## src/rtl/stopwatch_lap_timer_if.sv

```systemverilog
// stopwatch_lap_timer_if: command, preset, time and lap-FIFO signals of the stopwatch/lap timer.
// Latency: none, wiring only.
// Backpressure: none; lap_rd pops are ignored while lap_valid is low.
interface stopwatch_lap_timer_if #(
    parameter int LAP_DEPTH = 4
);
    localparam int CW = $clog2(LAP_DEPTH) + 1;

    logic          btn_runstop;
    logic          btn_clear;
    logic          btn_lap;
    logic [7:0]    uart_rx;
    logic          uart_rx_done;
    logic          mode;
    logic          load;
    logic [23:0]   preset;
    logic          lap_rd;
    logic [6:0]    msec;
    logic [5:0]    sec;
    logic [5:0]    min;
    logic [4:0]    hour;
    logic          running;
    logic          expired;
    logic [23:0]   lap_data;
    logic          lap_valid;
    logic [CW-1:0] lap_count;
    logic          lap_ovf;

    // Command/preset source side (button and UART front-end, host).
    modport master (
        output btn_runstop, btn_clear, btn_lap, uart_rx, uart_rx_done,
               mode, load, preset, lap_rd,
        input  msec, sec, min, hour, running, expired,
               lap_data, lap_valid, lap_count, lap_ovf
    );

    // Timer side.
    modport slave (
        input  btn_runstop, btn_clear, btn_lap, uart_rx, uart_rx_done,
               mode, load, preset, lap_rd,
        output msec, sec, min, hour, running, expired,
               lap_data, lap_valid, lap_count, lap_ovf
    );
endinterface

```

## src/rtl/stopwatch_lap_timer.sv

```systemverilog
// stopwatch_lap_timer: hh:mm:ss.cc up/down counter with preset load, expiry pulse and lap FIFO.
// Latency: commands act on the next edge; fields update on the edge after the prescaler terminal count.
// Backpressure: none; laps arriving on a full FIFO are dropped and flagged sticky in lap_ovf.
// Optional: define STOPWATCH_UART_CMD_EN to accept R/C/L (either case) commands from the UART RX bytes.
module stopwatch_lap_timer #(
    parameter int CLK_FREQ  = 100_000_000,
    parameter int TICK_HZ   = 100,
    parameter int HOUR_MAX  = 24,
    parameter int LAP_DEPTH = 4
) (
    input  logic                 clk,
    input  logic                 rst,
    stopwatch_lap_timer_if.slave bus
);
    localparam int DIV = CLK_FREQ / TICK_HZ;
    localparam int PW  = $clog2(DIV);
    localparam int AW  = $clog2(LAP_DEPTH);
    localparam int CW  = AW + 1;
    localparam logic [4:0] HOUR_TOP = 5'(HOUR_MAX - 1);

    typedef enum logic {ST_STOP, ST_RUN} state_t;

    state_t        state_q, state_d;
    logic [PW-1:0] presc_q, presc_d;
    logic [6:0]    msec_q, msec_d;
    logic [5:0]    sec_q, sec_d;
    logic [5:0]    min_q, min_d;
    logic [4:0]    hour_q, hour_d;
    logic          mode_q;
    logic          expired_q;
    logic [23:0]   lap_mem_q [LAP_DEPTH];
    logic [AW-1:0] wr_ptr_q, rd_ptr_q;
    logic [CW-1:0] cnt_q;
    logic          ovf_q;

    logic uart_rs, uart_clr, uart_lap;
    logic ev_rs, ev_clr, ev_lap;
    logic in_stop, all_zero, tick, down_done;
    logic push_req, push, pop, full, drop;
    logic [4:0] p_hour;
    logic [5:0] p_min, p_sec;
    logic [6:0] p_msec;

`ifdef STOPWATCH_UART_CMD_EN
    // ASCII 'R'/'r', 'C'/'c', 'L'/'l'.
    assign uart_rs  = bus.uart_rx_done && (bus.uart_rx == 8'h52 || bus.uart_rx == 8'h72);
    assign uart_clr = bus.uart_rx_done && (bus.uart_rx == 8'h43 || bus.uart_rx == 8'h63);
    assign uart_lap = bus.uart_rx_done && (bus.uart_rx == 8'h4C || bus.uart_rx == 8'h6C);
`else
    // UART inputs stay on the port list but feed nothing.
    logic uart_unused;
    assign uart_unused = ^{bus.uart_rx, bus.uart_rx_done};
    assign uart_rs  = 1'b0;
    assign uart_clr = 1'b0;
    assign uart_lap = 1'b0;
`endif

    // A button and a UART byte for the same command in one cycle merge into one event.
    assign ev_rs  = bus.btn_runstop | uart_rs;
    assign ev_clr = bus.btn_clear   | uart_clr;
    assign ev_lap = bus.btn_lap     | uart_lap;

    assign in_stop   = (state_q == ST_STOP);
    assign all_zero  = (hour_q == 5'd0) && (min_q == 6'd0) && (sec_q == 6'd0) && (msec_q == 7'd0);
    assign tick      = !in_stop && (presc_q == PW'(DIV - 1));
    assign down_done = tick && mode_q && (hour_q == 5'd0) && (min_q == 6'd0)
                       && (sec_q == 6'd0) && (msec_q == 7'd1);

    assign p_hour = bus.preset[23:19];
    assign p_min  = bus.preset[18:13];
    assign p_sec  = bus.preset[12:7];
    assign p_msec = bus.preset[6:0];

    // Run/stop decision; a down-count cannot start from zero, clear beats runstop.
    always_comb begin
        state_d = state_q;
        case (state_q)
            ST_STOP: if (!ev_clr && ev_rs && !(mode_q && all_zero)) state_d = ST_RUN;
            ST_RUN:  if (ev_rs || down_done) state_d = ST_STOP;
            default: state_d = ST_STOP;
        endcase
    end

    // Time fields and prescaler: clear/load while stopped, count on each tick while running.
    always_comb begin
        presc_d = presc_q;
        msec_d  = msec_q;
        sec_d   = sec_q;
        min_d   = min_q;
        hour_d  = hour_q;
        if (in_stop) begin
            if (ev_clr) begin
                presc_d = '0;
                msec_d  = '0;
                sec_d   = '0;
                min_d   = '0;
                hour_d  = '0;
            end else if (bus.load) begin
                presc_d = '0;
                msec_d  = (p_msec > 7'd99)  ? 7'd99  : p_msec;
                sec_d   = (p_sec  > 6'd59)  ? 6'd59  : p_sec;
                min_d   = (p_min  > 6'd59)  ? 6'd59  : p_min;
                hour_d  = (p_hour > HOUR_TOP) ? HOUR_TOP : p_hour;
            end
        end else if (tick) begin
            presc_d = '0;
            if (!mode_q) begin
                if (msec_q == 7'd99) begin
                    msec_d = '0;
                    if (sec_q == 6'd59) begin
                        sec_d = '0;
                        if (min_q == 6'd59) begin
                            min_d  = '0;
                            hour_d = (hour_q == HOUR_TOP) ? 5'd0 : hour_q + 5'd1;
                        end else min_d = min_q + 6'd1;
                    end else sec_d = sec_q + 6'd1;
                end else msec_d = msec_q + 7'd1;
            end else if (!all_zero) begin
                if (msec_q == 7'd0) begin
                    msec_d = 7'd99;
                    if (sec_q == 6'd0) begin
                        sec_d = 6'd59;
                        if (min_q == 6'd0) begin
                            min_d  = 6'd59;
                            hour_d = hour_q - 5'd1;
                        end else min_d = min_q - 6'd1;
                    end else sec_d = sec_q - 6'd1;
                end else msec_d = msec_q - 7'd1;
            end
        end else begin
            presc_d = presc_q + PW'(1);
        end
    end

    // Timer state registers; mode is tracked while stopped and frozen while running.
    always_ff @(posedge clk or negedge rst) begin
        if (!rst) begin
            state_q   <= ST_STOP;
            presc_q   <= '0;
            msec_q    <= '0;
            sec_q     <= '0;
            min_q     <= '0;
            hour_q    <= '0;
            mode_q    <= 1'b0;
            expired_q <= 1'b0;
        end else begin
            state_q   <= state_d;
            presc_q   <= presc_d;
            msec_q    <= msec_d;
            sec_q     <= sec_d;
            min_q     <= min_d;
            hour_q    <= hour_d;
            expired_q <= down_done;
            if (in_stop) mode_q <= bus.mode;
        end
    end

    // Lap FIFO control; a pop in the same cycle frees room for a push into a full FIFO.
    assign push_req = ev_lap && !in_stop;
    assign pop      = bus.lap_rd && (cnt_q != '0);
    assign full     = (cnt_q == CW'(LAP_DEPTH));
    assign push     = push_req && (!full || pop);
    assign drop     = push_req && full && !pop;

    // Lap FIFO storage and pointers; clear while stopped empties it and drops the overflow flag.
    always_ff @(posedge clk or negedge rst) begin
        if (!rst) begin
            wr_ptr_q <= '0;
            rd_ptr_q <= '0;
            cnt_q    <= '0;
            ovf_q    <= 1'b0;
            for (int i = 0; i < LAP_DEPTH; i++) lap_mem_q[i] <= '0;
        end else if (in_stop && ev_clr) begin
            wr_ptr_q <= '0;
            rd_ptr_q <= '0;
            cnt_q    <= '0;
            ovf_q    <= 1'b0;
        end else begin
            if (push) begin
                lap_mem_q[wr_ptr_q] <= {hour_q, min_q, sec_q, msec_q};
                wr_ptr_q            <= wr_ptr_q + AW'(1);
            end
            if (pop) rd_ptr_q <= rd_ptr_q + AW'(1);
            if (push && !pop)      cnt_q <= cnt_q + CW'(1);
            else if (pop && !push) cnt_q <= cnt_q - CW'(1);
            if (drop) ovf_q <= 1'b1;
        end
    end

    assign bus.msec      = msec_q;
    assign bus.sec       = sec_q;
    assign bus.min       = min_q;
    assign bus.hour      = hour_q;
    assign bus.running   = (state_q == ST_RUN);
    assign bus.expired   = expired_q;
    assign bus.lap_data  = lap_mem_q[rd_ptr_q];
    assign bus.lap_valid = (cnt_q != '0);
    assign bus.lap_count = cnt_q;
    assign bus.lap_ovf   = ovf_q;
endmodule

```

## src/flat_wrapper.sv

```systemverilog
// flat-port wrapper written by rule: the top's interface ports become plain ports
module stopwatch_lap_timer_flat 
#(
    parameter int CLK_FREQ  = 100_000_000,
    parameter int TICK_HZ   = 100,
    parameter int HOUR_MAX  = 24,
    parameter int LAP_DEPTH = 4
)
  (clk, rst, bus_btn_runstop, bus_btn_clear, bus_btn_lap, bus_uart_rx, bus_uart_rx_done, bus_mode, bus_load, bus_preset, bus_lap_rd, bus_msec, bus_sec, bus_min, bus_hour, bus_running, bus_expired, bus_lap_data, bus_lap_valid, bus_lap_count, bus_lap_ovf);
  stopwatch_lap_timer_if #(.LAP_DEPTH(LAP_DEPTH)) bus_i ();
  input  logic clk;
  input  logic rst;
  input wire logic [$bits(bus_i.btn_runstop)-1:0] bus_btn_runstop;
  input wire logic [$bits(bus_i.btn_clear)-1:0] bus_btn_clear;
  input wire logic [$bits(bus_i.btn_lap)-1:0] bus_btn_lap;
  input wire logic [$bits(bus_i.uart_rx)-1:0] bus_uart_rx;
  input wire logic [$bits(bus_i.uart_rx_done)-1:0] bus_uart_rx_done;
  input wire logic [$bits(bus_i.mode)-1:0] bus_mode;
  input wire logic [$bits(bus_i.load)-1:0] bus_load;
  input wire logic [$bits(bus_i.preset)-1:0] bus_preset;
  input wire logic [$bits(bus_i.lap_rd)-1:0] bus_lap_rd;
  output wire logic [$bits(bus_i.msec)-1:0] bus_msec;
  output wire logic [$bits(bus_i.sec)-1:0] bus_sec;
  output wire logic [$bits(bus_i.min)-1:0] bus_min;
  output wire logic [$bits(bus_i.hour)-1:0] bus_hour;
  output wire logic [$bits(bus_i.running)-1:0] bus_running;
  output wire logic [$bits(bus_i.expired)-1:0] bus_expired;
  output wire logic [$bits(bus_i.lap_data)-1:0] bus_lap_data;
  output wire logic [$bits(bus_i.lap_valid)-1:0] bus_lap_valid;
  output wire logic [$bits(bus_i.lap_count)-1:0] bus_lap_count;
  output wire logic [$bits(bus_i.lap_ovf)-1:0] bus_lap_ovf;
  assign bus_i.btn_runstop = bus_btn_runstop;
  assign bus_i.btn_clear = bus_btn_clear;
  assign bus_i.btn_lap = bus_btn_lap;
  assign bus_i.uart_rx = bus_uart_rx;
  assign bus_i.uart_rx_done = bus_uart_rx_done;
  assign bus_i.mode = bus_mode;
  assign bus_i.load = bus_load;
  assign bus_i.preset = bus_preset;
  assign bus_i.lap_rd = bus_lap_rd;
  assign bus_msec = bus_i.msec;
  assign bus_sec = bus_i.sec;
  assign bus_min = bus_i.min;
  assign bus_hour = bus_i.hour;
  assign bus_running = bus_i.running;
  assign bus_expired = bus_i.expired;
  assign bus_lap_data = bus_i.lap_data;
  assign bus_lap_valid = bus_i.lap_valid;
  assign bus_lap_count = bus_i.lap_count;
  assign bus_lap_ovf = bus_i.lap_ovf;
  stopwatch_lap_timer #(.CLK_FREQ(CLK_FREQ), .TICK_HZ(TICK_HZ), .HOUR_MAX(HOUR_MAX), .LAP_DEPTH(LAP_DEPTH)) u_core (.clk(clk), .rst(rst), .bus(bus_i));
endmodule
```

## config.mk

```make
export PLATFORM = sky130hd
export DESIGN_NAME = stopwatch_lap_timer_flat
export DESIGN_NICKNAME = d
export VERILOG_FILES = /design/src/rtl/stopwatch_lap_timer_if.sv /design/src/rtl/stopwatch_lap_timer.sv /design/src/flat_wrapper.sv
export SDC_FILE = /design/constraint.sdc
export NUM_CORES = 1
export LEC_CHECK = 0
export CORE_ASPECT_RATIO = 1.4
export CORE_MARGIN = 2
export CORE_UTILIZATION = 53
export CTS_BUF_LIST = sky130_fd_sc_hd__clkbuf_8
export DETAILED_ROUTE_END_ITERATION = 10
export PLACE_DENSITY = 0.83
export SLEW_MARGIN = 20
export SYNTH_ARGS = -nofsm -noshare
export SYNTH_HDL_FRONTEND = slang
export SYNTH_SLANG_ARGS = --single-unit
export TNS_END_PERCENT = 10
```

## constraint.sdc

```tcl
create_clock -name clk -period 2.4 [get_ports clk]
set_input_delay 0.48 -clock clk [delete_from_list [all_inputs] [get_ports clk]]
set_output_delay 0.48 -clock clk [all_outputs]
set_load 0.02 [all_outputs]
```

==> reports/qor.yml, run 1 <==
hold_viol: 0
drive_gt1_frac: 0.270
total_power_mw: 11.2
fin_util: 0.680
yosysSeqAreaShare: 0.462
syn_inst: 779
hpwl_mm: 15.1
io_pins: 96
cts.htree.levels: 4
whs_path_depth: 2
fin_crit_ns: 2.37
first_iter_violations: 497
maxCapViolations: 0
grt_usage: 0.279
hp-class: "flip-flop to flip-flop"
ys_ff_latch: 151
end_kind: "flip-flop"
num_rows: 53
rsz0062_at_grt: "yes"
die_w_microns: 109
drv_slew: 0
synth_edf_count: 0
synth_area_per_cell_sq_um: 10.5
path_class: "input port to flip-flop"
dpl_worst_slack_ns: -0.476
antenna_found_initial: 0
antennaDiodeCount: 0
powerDensity_nw_per_um2: 1090
drtPass1Iterations: 8
outcome: "complete, no violations"
grt_pass1_vias: 7086
grt_pass1_wl_mm: 35.1
crit_required_ns: 2.80
fin_hold_ws_ns: 0.481
clk_pin_slew_ns: 0.09
die_y_microns: 151
p_leak_nw: 4.57
wl_per_cell_microns: 18.9
layout_commonest_cell: "dfrtp_1"
core_area_sq_um: 15100
period_share: 0.987
cts.sinks: 151
finalNetCount: 980
area_growth_pct: 25.2
worst-r2r-cell-count: 7
initial_core_util: 0.543
globalplace.congestion: 0.896
syn_area_sq_um: 8170
ys.flop_type: "dfrtp_1"
syn-num-nets: 840
drtAntennaViolNets: 0
ys_warn_count: 0
vias: 6876
overflow: 0
cts_root_buf: "clkbuf_8"
tightestPinTransition_ns: 0.533
async_flop_share: 1.00
vias_per_cell: 6.12
die_area_sq_um: 16400
setup_viol: 0
relSlewSlack: 0.640
cts_buffer_depth: 2
clk_latency_ns: 0.46
cts_made_buffers: 17
crit_arrival_ns: 2.77
fin_ws_ns: 0.0313
fmax_mhz: 422
drc: 0
yosysUniqueCellTypes: 72
tritoncts: "done"
portBuffers: 86
final_cell_mix: "dfrtp_1 (147), nand2_1 (85), o21ai_0 (85)"
worstSetupStartpointType: "input port"
cp_max_fo: 2
routed_wl_mm: 21.3
fin_setup_tns_ns: 0
grt_max_degree: 62
finalClockSkew_ns: 0.0161
ir_drop_mv: 0.628
-- cell type report --
type	count	area, sq um
fillers	1076	4820
flip-flops and latches	151	3780
inverters	20	75.1
clock buffers	18	248
multi-input cells	554	4110
well taps	192	240
clock inverters	14	198
repair buffers	175	1580
-- critical path, cell delays in order --
cell and delay (ns):
clkdlybuf4s50_1 0.44, or4b_1 0.58, and3_4 0.21, ha_4 0.16
fa_2 0.33, xnor2_1 0.13, or3_1 0.31, a21oi_1 0.12
-- state kept, by name, summed over array words and instances (netlist names) --
signal	count
u_core.lap_mem_q	96
u_core.presc_q	20
u_core.bus.msec	7
u_core.bus.min	6
u_core.bus.sec	6
u_core.bus.hour	5
u_core.bus.lap_count	3
u_core.rd_ptr_q	2
u_core.wr_ptr_q	2
u_core.bus.expired	1
u_core.bus.lap_ovf	1
u_core.bus.running	1
u_core.mode_q	1
-- synth_stat cells (3+ instances only) --
master | n | area [sq um]
a211oi_1 | 5 | 37.5
a21oi_1 | 35 | 175
a22o_1 | 5 | 43.8
a311oi_1 | 4 | 35.0
a31oi_1 | 10 | 62.6
a41oi_1 | 5 | 43.8
and2_1 | 5 | 31.3
and3_1 | 9 | 56.3
and4b_1 | 3 | 30.0
buf_1 | 4 | 15.0
buf_2 | 12 | 60.1
clkbuf_1 | 35 | 131
dfrtp_1 | 151 | 3780
ha_1 | 19 | 238
inv_1 | 19 | 71.3
mux2_2 | 60 | 676
mux2i_1 | 4 | 40.0
mux4_2 | 24 | 541
nand2_1 | 85 | 319
nand2b_1 | 6 | 37.5
nand3_1 | 26 | 130
nand3b_1 | 3 | 22.5
nand4_1 | 6 | 37.5
nand4b_1 | 3 | 26.3
nor2_1 | 34 | 128
nor2b_1 | 4 | 25.0
nor3_1 | 25 | 125
nor4_1 | 3 | 18.8
o21ai_0 | 85 | 425
o22ai_1 | 3 | 18.8
o31ai_1 | 8 | 60.1
o32a_1 | 4 | 40.0
or2_2 | 4 | 25.0
or3_1 | 4 | 25.0
xnor2_1 | 8 | 70.1
xor2_1 | 13 | 114
-- kinds of logic after synthesis --
family	after synthesis	synth area share
buffers and inverters	74	0.0381
multiplexers	88	0.154
flip-flops	151	0.462
XOR/XNOR	21	0.0225
adder cells (fa/ha/maj)	20	0.0315
AND/OR/NAND/NOR	234	0.145
AO/OA/AOI/OAI	191	0.147
-- path summary, 6_finish.rpt --
check | startpoint | to | slack (ns)
worst max-delay path | bus_lap_rd | u_core.bus.lap_count[2]$_DFFE_PN0P_ | 0.03
worst min-delay path | u_core.lap_mem_q[73]$_DFFE_PN0P_ | u_core.lap_mem_q[73]$_DFFE_PN0P_ | 0.48
worst max register to register | u_core.bus.lap_count[1]$_DFFE_PN0P_ | u_core.bus.lap_count[2]$_DFFE_PN0P_ | 0.10
worst min register to register | u_core.lap_mem_q[73]$_DFFE_PN0P_ | u_core.lap_mem_q[73]$_DFFE_PN0P_ | 0.48
max in group asynchronous | rst | u_core.bus.sec[2]$_DFFE_PN0P_ | 1.19
min in group asynchronous | rst | u_core.rd_ptr_q[1]$_DFFE_PN0P_ | 0.52
-- layer usage --
| metal | global-route usage | wire length (microns) |
|---|---|---|
| met5 | 0 | 0 |
| met4 | 0.127 | 672 |
| met3 | 0.0581 | 1240 |
| met2 | 0.473 | 11100 |
| met1 | 0.339 | 8210 |
-- power breakdown --
group	leakage, nW	switching [mW]	total, mW	internal, mW
Clock	0.231	1.02	2.19	1.17
Sequential	2.00	0.495	3.76	3.26
Combinational	2.34	2.76	5.24	2.48
Total	4.57	4.27	11.2	6.92
-- per-stage QoR --
| step | cells | instance area (sq um) |
|---|---|---|
| final | 1124 | 10200 |
| after global routing | 1124 | 10200 |
| after CTS | 1124 | 10300 |
| after detailed placement | 1089 | 9810 |
| after global placement | 1089 | 9810 |
| after floorplan | 779 | 8200 |
-- repair_timing --
action,4_1_cts,5_1_grt
gates cloned,1,0
hold buffers,1,0
buffers inserted,1,0
pin swaps,0,0
setup endpoints to repair,25,17
hold endpoints to repair,46,0
resized for setup,84,14
Power figures use the tool's default switching activity.
==> run 2: changes to the inputs <==
Settings changed: SETUP_SLACK_MARGIN from default to 0.05.
==> run 2 against run 1 <==
Against the previous run: critical path depth stayed put; worst hold slack hardly changed; via count is 0.70% lower; highest routed layer unchanged; maximum frequency is 0.75% higher; largest cell class unchanged; sequential share of layout area is 0.28 points lower; non-clock buffer count is 1 higher.
==> reports/qor.yml, run 2 (synthesized netlist as in run 1, its figures left out) <==
hp-start: "u_core.lap_mem_q[73]$_DFFE_PN0P_"
crit_required_ns: 2.80
drtPass1Iterations: 5
combPwrFrac: 0.477
cts_buffer_depth: 2
pwr-share-clk: 0.192
cts_root_buf: "clkbuf_8"
die_area_sq_um: 16400
crit_buf_inv: 1
first_iter_violations: 614
clk_pin_slew_ns: 0.10
whs_path_depth: 2
internal_power_mw: 7.06
hpwl_mm: 15.1
fmax_mhz: 425
overflow: 0
vias_per_cell: 6.07
path_cells: "clkdlybuf4s50_1, or4b_4, and3_4, ha_4, fa_2, xnor2_1, or3_1, a21oi_2"
pwr-share-seq: 0.331
area_growth_pct: 26.2
die_y_microns: 151
reg2reg_to: "u_core.bus.lap_count[2]$_DFFE_PN0P_"
cts_made_buffers: 17
drc: 0
powerDensity_nw_per_um2: 1100
cts.htree.levels: 4
largest-register: "u_core.lap_mem_q"
initial_core_util: 0.543
postPlaceCellArea_sq_um: 9810
grt_pass1_wl_mm: 35.1
fin_hold_ws_ns: 0.481
setup_viol: 0
grt_pass1_vias: 7088
largest_reg_flops: 96
tritoncts: "done"
ir_drop_mv: 0.685
grt_max_degree: 62
critPathSlowestCell: "or4b_4"
nFillCells: 1071
rsz0062_at_grt: "yes"
die_w_microns: 109
globalplace.congestion: 0.896
clk_latency_ns: 0.46
relSlewSlack: 0.642
antennaDiodeCount: 0
core_area_sq_um: 15100
drv_slew: 0
num_rows: 53
finalClockSkew_ns: 0.0172
cp_max_fo: 2
drtAntennaViolNets: 0
final_cell_mix: "dfrtp_1 (146), nand2_1 (85), o21ai_0 (85)"
multi_input_area_sq_um: 4130
r2r_slack_ns: 0.12
maxCapViolations: 0
crit_arrival_ns: 2.75
portBuffers: 86
routed_wl_mm: 21.4
period_share: 0.980
r2r-start: "u_core.bus.lap_count[1]$_DFFE_PN0P_"
p_leak_nw: 4.59
hp-class: "flip-flop to flip-flop"
fin_setup_tns_ns: 0
hold_viol: 0
io_pins: 96
fin_crit_ns: 2.35
layout_commonest_cell: "dfrtp_1"
worst-r2r-cell-count: 7
holdPathEnd: "u_core.lap_mem_q[73]$_DFFE_PN0P_"
outcome: "complete, no violations"
swShare: 0.379
cts.sinks: 151
wl_per_cell_microns: 19.0
end_kind: "flip-flop"
power.switching_mw: 4.31
finalNetCount: 981
slowest_delay_ns: 0.56
drive_gt1_frac: 0.275
worstSetupStartpointType: "input port"
tightestPinTransition_ns: 0.531
seq_area_sq_um: 3780
antenna_found_initial: 0
path_delay_family: "simple AND/OR/NAND/NOR gates"
path_class: "input port to flip-flop"
grt_usage: 0.279
final_area_sq_um: 10300
vias: 6828
run 2: cell count changes in the layout (fill, tap and decap cells not counted), sizes merged:
cell | before | now
clkbuf | 21 | 18
clkdlybuf4s15 | 3 | 0
buf | 107 | 114
run 2: area by class of cell:
class                   count  area share
clock buffers              18      0.0240
flip-flops and latches    151       0.367
repair buffers            176       0.159
clock inverters            14      0.0192
well taps                 192      0.0233
inverters                  20     0.00728
multi-input cells         554       0.400
run 2: worst reg2reg max path, stage by stage, from the launching register on:
cell and delay (ns):
dfrtp_2 0.46, or4b_4 0.50, and3_4 0.20, ha_4 0.16
fa_2 0.33, xnor2_1 0.13, or3_1 0.32, a21oi_2 0.11
run 2: power by group through the flow:
stage,logic (mW),clock network (mW),registers (mW)
floorplan,2.98,0,3.90
global placement,5.25,0,3.72
CTS,5.38,2.22,3.74
global route,5.85,2.35,3.84
finish,5.42,2.19,3.76
detailed placement,5.38,0,3.77
run 2: what timing repair did:
item                                    in CTS  in global routing
setup buffers                                1                  1
pin swaps                                    0                  1
hold buffers                                 1                  0
hold endpoints to repair                    46                  0
endpoints found under the setup margin      27                 22
gates cloned                                 1                  0
gates resized for setup                    107                 24
run 2: worst max path at each step:
stage | startpoint | endpoint | cells after the start
finish | bus_lap_rd | u_core.bus.lap_count[2]$_DFFE_PN0P_ | 8
global route | u_core.rd_ptr_q[0]$_DFFE_PN0P_ | bus_lap_data[19] | 4
CTS | u_core.rd_ptr_q[0]$_DFFE_PN0P_ | bus_lap_data[2] | 3
detailed placement | bus_lap_rd | u_core.bus.lap_count[2]$_DFFE_PN0P_ | 8
global placement | bus_lap_rd | u_core.bus.lap_count[2]$_DFFE_PN0P_ | 8
floorplan | bus_lap_rd | u_core.bus.lap_count[2]$_DFFE_PN0P_ | 8
run 2: per-layer routing:
layer,GRT usage,part of all wire
met5,0,0
met4,0.127,0.028
met3,0.0585,0.060
met2,0.474,0.52
met1,0.339,0.39
run 2: per-stage QoR:
stage	utilization	setup slack (ns)	power (mW)	cells
after floorplan	-	-0.0181	6.88	779
after global placement	0.652	-0.384	8.96	1089
after detailed placement	0.652	-0.476	9.15	1089
after CTS	0.683	-0.0346	11.3	1124
after global routing	0.685	0.00455	12.0	1125
final	0.685	0.0491	11.4	1125
==> run 3: changes to the inputs <==
Settings changed: CORE_ASPECT_RATIO 1.4 to default, SKIP_LAST_GASP from default to 1.
==> run 3 against run 2 <==
Against the previous run: the run now ends with negative setup slack left; routed wire length is 0.49% higher; sequential power hardly changed; register-to-register slack worse by 0.04 ns; maximum frequency is 3.3% lower; via count is 0.63% higher; utilization is 0.78 points lower; clock skew is 0.0029 ns lower; critical path depth is 3 lower; clock power is 6% lower; cell count is 0.53% lower; sequential cell count stayed put; largest cell class unchanged; highest routed layer unchanged.
==> reports/qor.yml, run 3 (synthesized netlist as in run 1, its figures left out) <==
outcome: "finished, violations left"
violations: "negative setup slack"
dp.cells: 1078
vias: 6871
powerDensity_nw_per_um2: 1090
worstSetupStartpointType: "flip-flop"
instances_no_fill: 1119
hp-class: "flip-flop to flip-flop"
initial_core_util: 0.539
fin_ws_ns: -0.0317
num_rows: 45
drv_slew: 0
fin_util: 0.677
cts_buffer_depth: 2
dpl_worst_slack_ns: -0.470
ir_drop_mv: 0.535
grt_pass1_wl_mm: 34.7
clk_pin_slew_ns: 0.09
largest-register: "u_core.lap_mem_q"
core_area_sq_um: 15100
whs_path_depth: 2
antennaDiodeCount: 0
grt_pass1_vias: 6861
r2r_slack_ns: 0.08
fin_crit_ns: 2.43
drtPass1Iterations: 5
total_power_mw: 11.2
finalNetCount: 979
relSlewSlack: 0.642
drive_gt1_frac: 0.258
drc: 0
antenna_found_initial: 0
cts_root_buf: "clkbuf_8"
p_leak_nw: 4.59
fin_setup_tns_ns: -0.0909
layout_commonest_cell: "dfrtp_1"
wl_per_cell_microns: 19.2
crit_arrival_ns: 1.95
overflow: 0
die_w_microns: 128
rsz0062_at_grt: "yes"
die_area_sq_um: 16400
cts.htree.levels: 4
grt_usage: 0.268
cts.sinks: 151
worst-r2r-cell-count: 9
cts_made_buffers: 17
vias_per_cell: 6.14
crit_required_ns: 1.92
io_pins: 96
routed_wl_mm: 21.5
drtAntennaViolNets: 0
area_growth_pct: 25.6
clk_latency_ns: 0.45
globalplace.congestion: 0.867
grt_max_degree: 56
fin_hold_ws_ns: 0.483
end_kind: "output pin"
postPlaceCellArea_sq_um: 9750
tritoncts: "done"
fmax_mhz: 411
cp_max_fo: 6
period_share: 1.01
largest_reg_flops: 96
setup_viol: 4
first_iter_violations: 648
maxCapViolations: 0
finalClockSkew_ns: 0.0143
path_class: "flip-flop to output pin"
final_cell_mix: "dfrtp_1 (148), nand2_1 (85), o21ai_0 (85)"
portBuffers: 86
hpwl_mm: 15.0
die_y_microns: 128
tightestPinTransition_ns: 0.536
final_area_sq_um: 10300
hold_viol: 0
run 3: worst max-delay path, cell delays in order, from the launching register on:
cell,delay (ns)
dfrtp_2,0.45
buf_12,0.16
buf_12,0.12
buf_6,0.09
mux4_2,0.53
buf_6,0.16
run 3: what timing repair did:
item,4_1_cts,5_1_grt
pin swaps,0,1
endpoints found under the setup margin,29,37
hold buffers,1,0
cloned,0,1
buffers inserted,1,6
resized for setup,30,38
hold endpoints to repair,48,0
run 3: final timing paths:
kind,from,to
max in group asynchronous,rst,u_core.lap_mem_q[70]$_DFFE_PN0P_
min reg2reg,u_core.lap_mem_q[62]$_DFFE_PN0P_,u_core.lap_mem_q[62]$_DFFE_PN0P_
max,u_core.rd_ptr_q[0]$_DFFE_PN0P_,bus_lap_data[2]
min in group asynchronous,rst,u_core.lap_mem_q[77]$_DFFE_PN0P_
max reg2reg,u_core.bus.min[1]$_DFFE_PN0P_,u_core.bus.hour[3]$_DFFE_PN0P_
min,u_core.lap_mem_q[62]$_DFFE_PN0P_,u_core.lap_mem_q[62]$_DFFE_PN0P_
run 3: where the power goes:
group	internal, mW	switching, mW
Clock	1.08	0.972
Combinational	2.59	2.83
Sequential	3.26	0.491
run 3: routing by layer:
layer	wire length, microns	up-vias	track usage
met5	0	-	0
met4	504	0	0.0827
met3	1200	45	0.0501
met2	10900	278	0.461
met1	8920	3411	0.348
li1	-	3137	-
run 3: final cells by class:
class / count / area (sq um)
Clock buffer: 19 / 262
Clock inverter: 13 / 155
Fill cell: 1110 / 4890
Inverter: 20 / 75.1
Multi-Input combinational cell: 554 / 4130
Sequential cell: 151 / 3780
Tap cell: 188 / 235
Timing Repair Buffer: 174 / 1630
